===== src/rtl/hazard_control_unit.sv =====
// Hazard and sequencing controller between IF/ID and the opcode decoder:
// load-use stalls, redirect squashes, and the ECALL drain-then-halt sequence.
module hazard_control_unit #(
  parameter logic [6:0]  BUBBLE_OPCODE = 7'b0000000,
  parameter int unsigned DRAIN_CYCLES  = 4
) (
  input  logic       i_clk,
  input  logic       i_reset,
  input  logic [6:0] i_id_opcode,
  input  logic [4:0] i_id_rs1,
  input  logic [4:0] i_id_rs2,
  input  logic       i_id_use_rs1,
  input  logic       i_id_use_rs2,
  input  logic [4:0] i_id_rd,
  input  logic       i_id_mem_read,
  input  logic       i_id_is_ecall,
  input  logic       i_id_x17_is_10,
  input  logic       i_ex_redirect,
  output logic       o_pc_write,
  output logic       o_if_id_write,
  output logic       o_if_id_flush,
  output logic [6:0] o_opcode_to_ctrl,
  output logic       o_drain_busy,
  output logic       o_is_halted
);

  typedef enum logic [1:0] {
    ST_RUN    = 2'd0,
    ST_DRAIN  = 2'd1,
    ST_HALTED = 2'd2
  } state_t;

  localparam logic [3:0] DRAIN_LOAD = 4'(DRAIN_CYCLES - 1);

  state_t     r_state;
  state_t     w_state_next;
  logic [3:0] r_drain_cnt;
  logic [3:0] w_drain_cnt_next;
  logic [4:0] r_ex_rd_q;
  logic       r_ex_mem_read_q;
  logic       w_load_use;
  logic       w_halt_req;
  logic       w_squash;

  // x0 is never a real producer, so a load to x0 cannot create a hazard.
  assign w_load_use = r_ex_mem_read_q && (r_ex_rd_q != 5'd0) &&
                      ((i_id_use_rs1 && (i_id_rs1 == r_ex_rd_q)) ||
                       (i_id_use_rs2 && (i_id_rs2 == r_ex_rd_q)));
  assign w_halt_req = i_id_is_ecall && i_id_x17_is_10;

  always_comb begin
    o_pc_write       = 1'b1;
    o_if_id_write    = 1'b1;
    o_if_id_flush    = 1'b0;
    o_opcode_to_ctrl = i_id_opcode;
    o_drain_busy     = 1'b0;
    o_is_halted      = 1'b0;
    w_state_next     = r_state;
    w_drain_cnt_next = r_drain_cnt;
    w_squash         = 1'b0;
    case (r_state)
      ST_RUN: begin
        if (i_ex_redirect) begin
          o_if_id_flush    = 1'b1;
          o_opcode_to_ctrl = BUBBLE_OPCODE;
          w_squash         = 1'b1;
        end else if (w_load_use) begin
          o_pc_write       = 1'b0;
          o_if_id_write    = 1'b0;
          o_opcode_to_ctrl = BUBBLE_OPCODE;
          w_squash         = 1'b1;
        end else if (w_halt_req) begin
          // The ECALL itself retires; only fetch is frozen behind it.
          o_pc_write       = 1'b0;
          o_if_id_write    = 1'b0;
          w_state_next     = ST_DRAIN;
          w_drain_cnt_next = DRAIN_LOAD;
        end
      end
      ST_DRAIN: begin
        o_pc_write       = 1'b0;
        o_if_id_write    = 1'b0;
        o_opcode_to_ctrl = BUBBLE_OPCODE;
        o_drain_busy     = 1'b1;
        w_squash         = 1'b1;
        if (r_drain_cnt == 4'd0) begin
          w_state_next = ST_HALTED;
        end else begin
          w_drain_cnt_next = r_drain_cnt - 4'd1;
        end
      end
      ST_HALTED: begin
        o_pc_write       = 1'b0;
        o_if_id_write    = 1'b0;
        o_opcode_to_ctrl = BUBBLE_OPCODE;
        o_is_halted      = 1'b1;
        w_squash         = 1'b1;
      end
      default: begin
        w_state_next = ST_RUN;
      end
    endcase
  end

  always_ff @(posedge i_clk or posedge i_reset) begin
    if (i_reset) begin
      r_state     <= ST_RUN;
      r_drain_cnt <= 4'd0;
    end else begin
      r_state     <= w_state_next;
      r_drain_cnt <= w_drain_cnt_next;
    end
  end

  // Shadow of what enters EX next; bubbles carry no destination.
  always_ff @(posedge i_clk or posedge i_reset) begin
    if (i_reset) begin
      r_ex_rd_q       <= 5'd0;
      r_ex_mem_read_q <= 1'b0;
    end else if (w_squash) begin
      r_ex_rd_q       <= 5'd0;
      r_ex_mem_read_q <= 1'b0;
    end else begin
      r_ex_rd_q       <= i_id_rd;
      r_ex_mem_read_q <= i_id_mem_read;
    end
  end

endmodule


===== config.mk =====
export PLATFORM = sky130hd
export DESIGN_NAME = hazard_control_unit
export DESIGN_NICKNAME = d
export VERILOG_FILES = /design/src/rtl/hazard_control_unit.sv
export SDC_FILE = /design/constraint.sdc
export NUM_CORES = 1
export LEC_CHECK = 0
export BUFFER_PORTS_ARGS = -buffer_cell sky130_fd_sc_hd__buf_2
export CELL_PAD_IN_SITES_DETAIL_PLACEMENT = 0
export CELL_PAD_IN_SITES_GLOBAL_PLACEMENT = 1
export CORE_MARGIN = 1.5
export CORE_UTILIZATION = 35
export DETAILED_ROUTE_END_ITERATION = 8
export GPL_TIMING_DRIVEN = 0
export PLACE_DENSITY = 0.79
export RECOVER_POWER = 25
export SETUP_SLACK_MARGIN = 0.2
export SLEW_MARGIN = 40
export SYNTH_ARGS = -nofsm -noshare
export SYNTH_HDL_FRONTEND = slang
export SYNTH_SLANG_ARGS = --single-unit

===== constraint.sdc =====
create_clock -name i_clk -period 3.92 [get_ports i_clk]
set_clock_uncertainty 0.15 [all_clocks]
set_input_delay 0.196 -clock i_clk [delete_from_list [all_inputs] [get_ports i_clk]]
set_output_delay 0.196 -clock i_clk [all_outputs]
set_load 0.01 [all_outputs]

# Word level (Yosys, flattened, before mapping)
# Cells that the tools add are included.
# totals
reg_bits	12
in_bits	30
out_inout_bits	12
word_cells	54
# op_classes
n_addsub	1
n_eq_ne	9
mux	26
bitwise	1
reduce_logical	13
# op_table
operator	count
two-way mux 4 bit	4
two-way mux 7 bit	2
one-hot mux 7 bit (2 select lines)	1
== test 5 bit	2
two-way mux 1 bit	10
!= test 2 bit, second input constant	5
AND reduction 5 bit	2
two-way mux 2 bit	4
one-hot mux 4 bit (2 select lines)	1
one-hot mux 2 bit (3 select lines)	1
logical AND 1 bit	5
two-way mux 5 bit	1
nonzero test 5 bit	1
logical NOT 4 bit	1
one-hot mux 1 bit (2 select lines)	2
subtractor 4 x 1 -> 4 bit, second input constant	1
== test 2 x 1 -> 1 bit, second input constant	1
== test 2 bit, second input constant	1
logical NOT 2 bit	1
nonzero test 2 bit	1
OR reduction 2 bit	1
logical OR 1 bit	1
NOT 1 bit	1

# Logic depth before layout (Yosys ltp)
# Gate-level depths: netlist of the first run.
# depth
word_depth	8
depth_mapped	7
mapped_depth_nobuf	7

# Worst setup path after synthesis of the first run
# No wires, ideal clock.
# synth_timing
path_type	flip-flop to output port
from	register r_ex_rd_q[1]
to	output port o_pc_write
arrival_ps	1761
t_required_ps	3574
setup_slack_ps	1813
path_stages_with_launch	7
path_buffers	1
cell_sequence	dfrtp_1 or4_1 o21ai_2 or2_4 nand2_1 a22oi_1 buf_4
# synth_via
elab_chain_len	7
word_cells_on_any_way	11
classes_between	eq/ne: 2; mux: 3; reduce/logical: 6
# synth_rtl
item	line_no	rtl
start: declaration	39	logic [4:0] r_ex_rd_q;
start signal: assignment	124	r_ex_rd_q <= i_id_rd;
== test 5 bit, on equally long branches	47, 48	
logical AND 1 bit, on equally long branches	47, 48	
logical OR 1 bit	47	((i_id_use_rs1 && (i_id_rs1 == r_ex_rd_q)) ||
logical AND 1 bit *	46	assign w_load_use = r_ex_mem_read_q && (r_ex_rd_q != 5'd0) &&
two-way mux 1 bit * (2 in a row)	n/a	
one-hot mux 1 bit (2 select lines) *	n/a	
end: declaration	19	output logic o_pc_write,
# Every way passes the cells marked *; elsewhere a longest branch is shown, timed or not.

# Worst setup path after layout of the first run
# layout_timing
from	register r_ex_rd_q[3]
to	output port o_opcode_to_ctrl[0]
# layout_via
elab_chain_len	7
word_cells_on_any_way	11
classes_between	eq/ne: 2; mux: 3; reduce/logical: 6
# layout_rtl
item	line_no	rtl
== test 5 bit, on equally long branches	47, 48	
logical AND 1 bit, on equally long branches	47, 48	
logical OR 1 bit	47	
logical AND 1 bit *	46	
two-way mux 7 bit *	67	end else if (w_load_use) begin
two-way mux 7 bit *	63	if (i_ex_redirect) begin
one-hot mux 7 bit (2 select lines) *	61	case (r_state)
end: declaration	22	output logic [6:0] o_opcode_to_ctrl,
# Marks and branches as above.

==> results of run 1 <==
-- cell type report --
cell class | count | area (µm²) | share of cell area, %
plain buffers | 2 | 11.26 | 0.9259
clock buffers | 4 | 36.28 | 2.984
inverters | 9 | 33.78 | 2.778
multi-input cells | 73 | 551.8 | 45.37
flip-flops and latches | 12 | 300.3 | 24.69
well taps | 30 | 37.54 | 3.086
repair buffers | 45 | 245.2 | 20.16
-- cell usage in the layout (no fill, tap or decap), types with 2 or more instances in the layout --
master,Yosys,layout
o21ai_0,4,4
xor2_1,8,8
nor2_1,6,6
buf_2,0,41
dlygate4sd3_1,0,4
inv_1,9,9
dfrtp_1,12,12
ha_1,6,6
nor4_1,2,2
a2bb2oi_1,2,2
nand2_1,4,4
xnor2_1,2,2
and3_1,2,2
or4_1,2,2
clkbuf_4,0,3
nor2b_1,13,13
nor3_1,2,2
-- how the worst max path moves through the flow --
stage / start / slack, ns / end
2_1_floorplan: r_ex_rd_q[1] / 1.81 / o_pc_write
5_1_grt: r_ex_rd_q[3] / 1.23 / o_opcode_to_ctrl[0]
3_3_place_gp: r_ex_rd_q[3] / 1.73 / o_opcode_to_ctrl[0]
4_1_cts: r_ex_rd_q[3] / 1.39 / o_opcode_to_ctrl[0]
3_5_place_dp: r_ex_rd_q[3] / 1.69 / o_opcode_to_ctrl[0]
6_report: r_ex_rd_q[3] / 1.43 / o_opcode_to_ctrl[0]
-- cell usage after synthesis, types with 2 or more instances --
| master | n |
|---|---|
| nor2b_1 | 13 |
| nand2_1 | 4 |
| ha_1 | 6 |
| or4_1 | 2 |
| o21ai_0 | 4 |
| xnor2_1 | 2 |
| nor3_1 | 2 |
| nor2_1 | 6 |
| and3_1 | 2 |
| inv_1 | 9 |
| a2bb2oi_1 | 2 |
| dfrtp_1 | 12 |
| xor2_1 | 8 |
| nor4_1 | 2 |
-- sequential cells by signal, summed over array words and instances, names as in the netlist --
register / cells
r_ex_rd_q: 5
r_drain_cnt: 4
r_state: 2
r_ex_mem_read_q: 1
-- report_power, final --
group,switching (µW),internal [µW]
registers,44.3,172
clock network,42.6,56.4
logic,231,191
total,317,420
-- logic make-up (layout without fill, tap and decap cells) --
group / Yosys count / in the layout / synth area share, %
adder cells (fa/ha/maj): 6 / 6 / 8.368
buffers and inverters: 11 / 60 / 5.021
XOR/XNOR: 10 / 10 / 9.764
AND/OR/NAND/NOR: 36 / 36 / 22.59
AO/OA/AOI/OAI: 21 / 21 / 20.78
flip-flops: 12 / 12 / 33.47
-- layer usage --
layer  track usage [%]  part of all wire [%]  vias to the layer above
met2             28.81                    51                       30
met3             1.944                   5.6                        5
met1             19.52                    42                      414
met5                 0                     0                        -
met4             5.128                   1.0                        0
li1                  -                     -                      436
-- metrics by stage --
step                instances  instance area, µm²
global route              175                1216
global placement          167                1140
detailed placement        167                1140
finish                    175                1216
floorplan                  96               897.1
CTS                       175                1216
-- repair_timing --
action                                 4_1_cts  5_1_grt
endpoints found under the hold margin       15        0
hold buffers                                 4        0
setup endpoints to repair                    0        0
resized for setup                            0        0
==> impl_results.md, run 1 <==
- Run status: finished with violations
- Failing checks: hold timing
- DR iter-0 viols: 19
- RePlAce Congestion: 0.8076
- Crit path required time: 3.57 ns
- Htree depth: 1
- WP buf/inv: 1
- Hold path depth: 2
- Die H: 53.63 µm
- Die area: approximately 2900 µm²
- Core area: around 2500 µm²
- Critical Path Max Stage Delay: approximately 0.42 ns
- RSZ-0062 raised after global routing: false
- Relative max-transition margin: between 60 and 70%
- Mapped cell area: ~900 µm²
- Levels on crit path: 7
- Hold EP: r_ex_rd_q[0]
- Slowest cell on crit path: dfrtp_1
- Cells after Synth: between 90 and 100
- Max Clock Freq: about 400 MHz
- Synth area leaders: dfrtp_1 33%, nor2b_1 9.1%, ha_1 8.4%
- Overall power: around 740 µW
- Vias in the first global route: ~800
- Critical Path Start Type: register
- Final core utilization: around 50%
- Max Cap Viol: 0
- First-pass GRT wire length: ~3300 µm
- Mapped Nets: roughly 130
- Final #Nets: ~180
- Fill count: 243
- RR Startpoint: r_state[0]
- Arr. time, crit path: 2.15 ns
- Root Buffer: clkbuf_4
- Synth cell types: 36
- Final WL: roughly 2100 µm
- Dpl hpwl: between 1500 and 2000 µm
- Pwr dens: ~610 nW/µm²
- Fin crit period: between 2 and 2.5 ns
- Later-pin clock latency in the skew report: 0.27 ns
- Setup Buffers After CTS: 0
- Worst R2R Path Depth: 7
- Register-to-Register Setup Slack: 1.87 ns
- Worst Tran Pin Value: 0.4646 ns
- Post-synth top area cell: dfrtp_1
- Total GRT Usage: 15.93%
- Synthesized area per cell: 9.345 µm²
- Hold crit path type: input pin to register
- CP Max Fanout: 7
- Dominant synthesized flop cell: dfrtp_1
- Post-synth ARST share: 100.0%
- Top-area cell type share of the netlist area: 33.47%
- Critical register-to-register path endpoint: r_state[1]
- Worst setup EP type: output port
- Inserted Clock Buffers: 3
- Synthesis-to-layout area growth: 35.57%
- Port bufs: between 40 and 50
- Drt pass-1 iters: 4
- Fin. Hold Viols: 1
- Pleak: 0.0006144 µW
- Routed vias/inst: 5.057
- Antenna Violating Nets Remaining: 0
- Die Width: ~54 µm
- Sink Count: 12
- Tcrit/Tclk final: a little under two thirds
- Via count: between 800 and 900
- Top delay family on crit path: simple AND/OR/NAND/NOR gates
- Grt total ovfl: 0
- # diodes: 0
- Peak VDD IR: 0.3257 mV
- # DRC: 0
- Starting density of the core: 36.54%
- Row Count: 18
- Pins Over Slew Limit: 0
- Hold slack: -0.001091 ns
- CTS tree: yes
- Pre-CTS setup slack: 1.691 ns
- Initial antenna violation count: 0
- HP Start: i_id_rd[0]
- Post-DR wirelength/cell: between 10 and 15 µm
- Kind of critical path: register to output port
- Share of cells above drive strength 1: between 30% and 40%
- CTS clk-pin slew, worst paths: roughly 0.070 ns
- EDFF count, synth: 0
- Warnings from Yosys: 0
- Max clock buf depth: 2
- CP Cell Sequence: xor2_1, nor4_1, a32oi_1, or2_4, a21oi_2, nor2b_1, buf_2
- Seq/Total Area, Yosys: roughly a third
- Flip-flop and latch count after synthesis: 12
- Setup_tns: 0 ns
- Final setup margin: between 1 and 1.5 ns
- Count of final setup violators: 0
- Largest net degree at the start of global routing: 13
- Io pins: 42
No activity file was read; power rests on OpenSTA's default activity.
==> run 2: changes to the inputs <==
Settings changed: CORE_UTILIZATION 35 to 33, PLACE_DENSITY 0.79 to 0.75.
Clock period 3.92 ns to 2.5 ns, I/O delays scaled along.
==> impl_results.md, run 2 (same netlist as run 1, synthesis figures left out) <==
- Run status: completed
- Starting density of the core: 35.57%
- Routed vias/inst: about 4.9
- Drt pass-1 iters: 4
- Share of cells above drive strength 1: 41.83%
- Die Width: around 55 µm
- Htree depth: 1
- Worst Tran Pin Value: 0.4371 ns
- Relative max-transition margin: just over 70%
- Pleak: 0.0006616 µW
- Die area: about 3000 µm²
- Pins Over Slew Limit: 0
- CP Max Fanout: 7
- Port bufs: 41
- Post-Layout Cell Count: about 180
- Total GRT Usage: approximately 16%
- Crit path required time: ~2.2 ns
- Tcrit/Tclk final: 95.68%
- CTS tree: yes
- Grt total ovfl: 0
- Final #Nets: between 150 and 200
- HP Start: i_id_x17_is_10
- Worst setup EP type: output port
- Arr. time, crit path: approximately 2.1 ns
- RePlAce Congestion: 0.8513
- Dpl hpwl: 1749 µm
- Fill count: approximately 260
- Pwr dens: between 900 and 1000 nW/µm²
- Critical Path Start Type: register
- Hold crit path type: input pin to register
- Crit. Startpoint: r_ex_rd_q[1]
- Inserted Clock Buffers: 3
- RR Startpoint: r_ex_rd_q[1]
- Post-DR wirelength/cell: 12.51 µm
- CTS clk-pin slew, worst paths: around 0.070 ns
- Reg power frac: roughly 27%
- Peak VDD IR: 0.5868 mV
- DP Area: around 1100 µm²
- Placed instance count: around 170
- Fin crit period: 2.392 ns
- Initial antenna violation count: 0
- Comb power frac: between 60% and 70%
- Sw frac: approximately 43%
- Most frequent cells in the layout: 41 x buf_2, 13 x nor2b_1, 12 x dfrtp_1
- Largest net degree at the start of global routing: 13
- Kind of critical path: register to output port
- Net switching power: ~540 µW
- Core area: around 2500 µm²
- Synthesis-to-layout area growth: 48.81%
- Die H: around 55 µm
- Count of final setup violators: 0
- Design Area, Final: between 1000 and 1500 µm²
- First-pass GRT wire length: about 3500 µm
- RSZ-0062 raised after global routing: true
- Max Clock Freq: 418.1 MHz
- DR iter-0 viols: 22
- Max clock buf depth: 2
- Biggest regs: r_ex_rd_q x5, r_drain_cnt x4, r_state x2
- # DRC: 0
- Max Cap Viol: 0
- Later-pin clock latency in the skew report: 0.27 ns
- Root Buffer: clkbuf_4
- Vias in the first global route: 824
- Largest register FFs: 5
- Clock share of power: 11.8%
- Antenna Violating Nets Remaining: 0
- Commonest non-fill, non-tap cell in the layout: buf_2
- Sink Count: 12
- Via count: just under 900
- Io pins: between 40 and 50
- Final WL: approximately 2300 µm
- # diodes: 0
- Fin. Hold Viols: 0
- Int Pwr: about 700 µW
- Most flop-heavy register: r_ex_rd_q
- Row Count: 18
## run 2: cell type report
class                   count  area, µm²  area share, %
multi-input cells          73      599.3          44.89
repair buffers             53      316.6          23.71
flip-flops and latches     12      300.3          22.49
well taps                  30      37.54          2.812
clock buffers               4      36.28          2.718
inverters                   9      33.78          2.530
plain buffers               2      11.26         0.8435
## run 2: worst max-delay path, stage by stage (launching register included)
cell and delay, ns:
dfrtp_1 0.42, buf_6 0.14, xor2_2 0.13, nor4_2 0.25
a32oi_2 0.18, or2_4 0.28, a21oi_4 0.23, nor2b_1 0.07
buf_2 0.14
## run 2: what timing repair did
action                                 4_1_cts  5_1_grt
buffers inserted                             3        2
setup endpoints to repair                    9        9
endpoints found under the hold margin       18        0
hold buffers                                 7        0
gates resized for setup                      6        3
pin swaps                                    6        6
## run 2: path summary, 6_finish.rpt
check,slack (ns),to,cells after the start
worst min-delay path,0.10,r_drain_cnt[3],3
worst max-delay path,0.11,o_opcode_to_ctrl[2],8
worst min register to register,0.41,r_drain_cnt[3],2
worst max register to register,0.24,r_ex_rd_q[0],8
max in group asynchronous,1.65,r_drain_cnt[3],3
min in group asynchronous,0.25,r_ex_mem_read_q,3
## run 2: stage by stage
stage | utilization [%] | setup slack, ns | hold WS, ns | power, µW | setup TNS (ns)
after global routing | 52.93 | -0.01186 | 0.1205 | 1367 | -0.02333
after CTS | 51.49 | 0.1496 | 0.09961 | 1251 | 0
after floorplan | - | 0.4638 | -0.1603 | 822.8 | 0
after detailed placement | 45.19 | 0.3660 | -0.006152 | 1015 | 0
after global placement | 45.19 | 0.3875 | -0.01423 | 997.4 | 0
final | 52.93 | 0.1081 | 0.1022 | 1263 | 0
## run 2: power groups by stage
stage	combinational, µW	sequential [µW]	clock (µW)
after detailed placement	667	348	0
after CTS	752	344	154
final	769	345	149
after global placement	651	347	0
after global routing	850	357	161
after floorplan	495	328	0
## run 2: per-layer routing
metal	global-route usage (%)	up-vias	wire length, µm
met4	1.220	0	19
li1	-	448	-
met1	21.34	423	1008
met3	4.032	2	62
met2	28.57	17	1199
met5	0	-	0
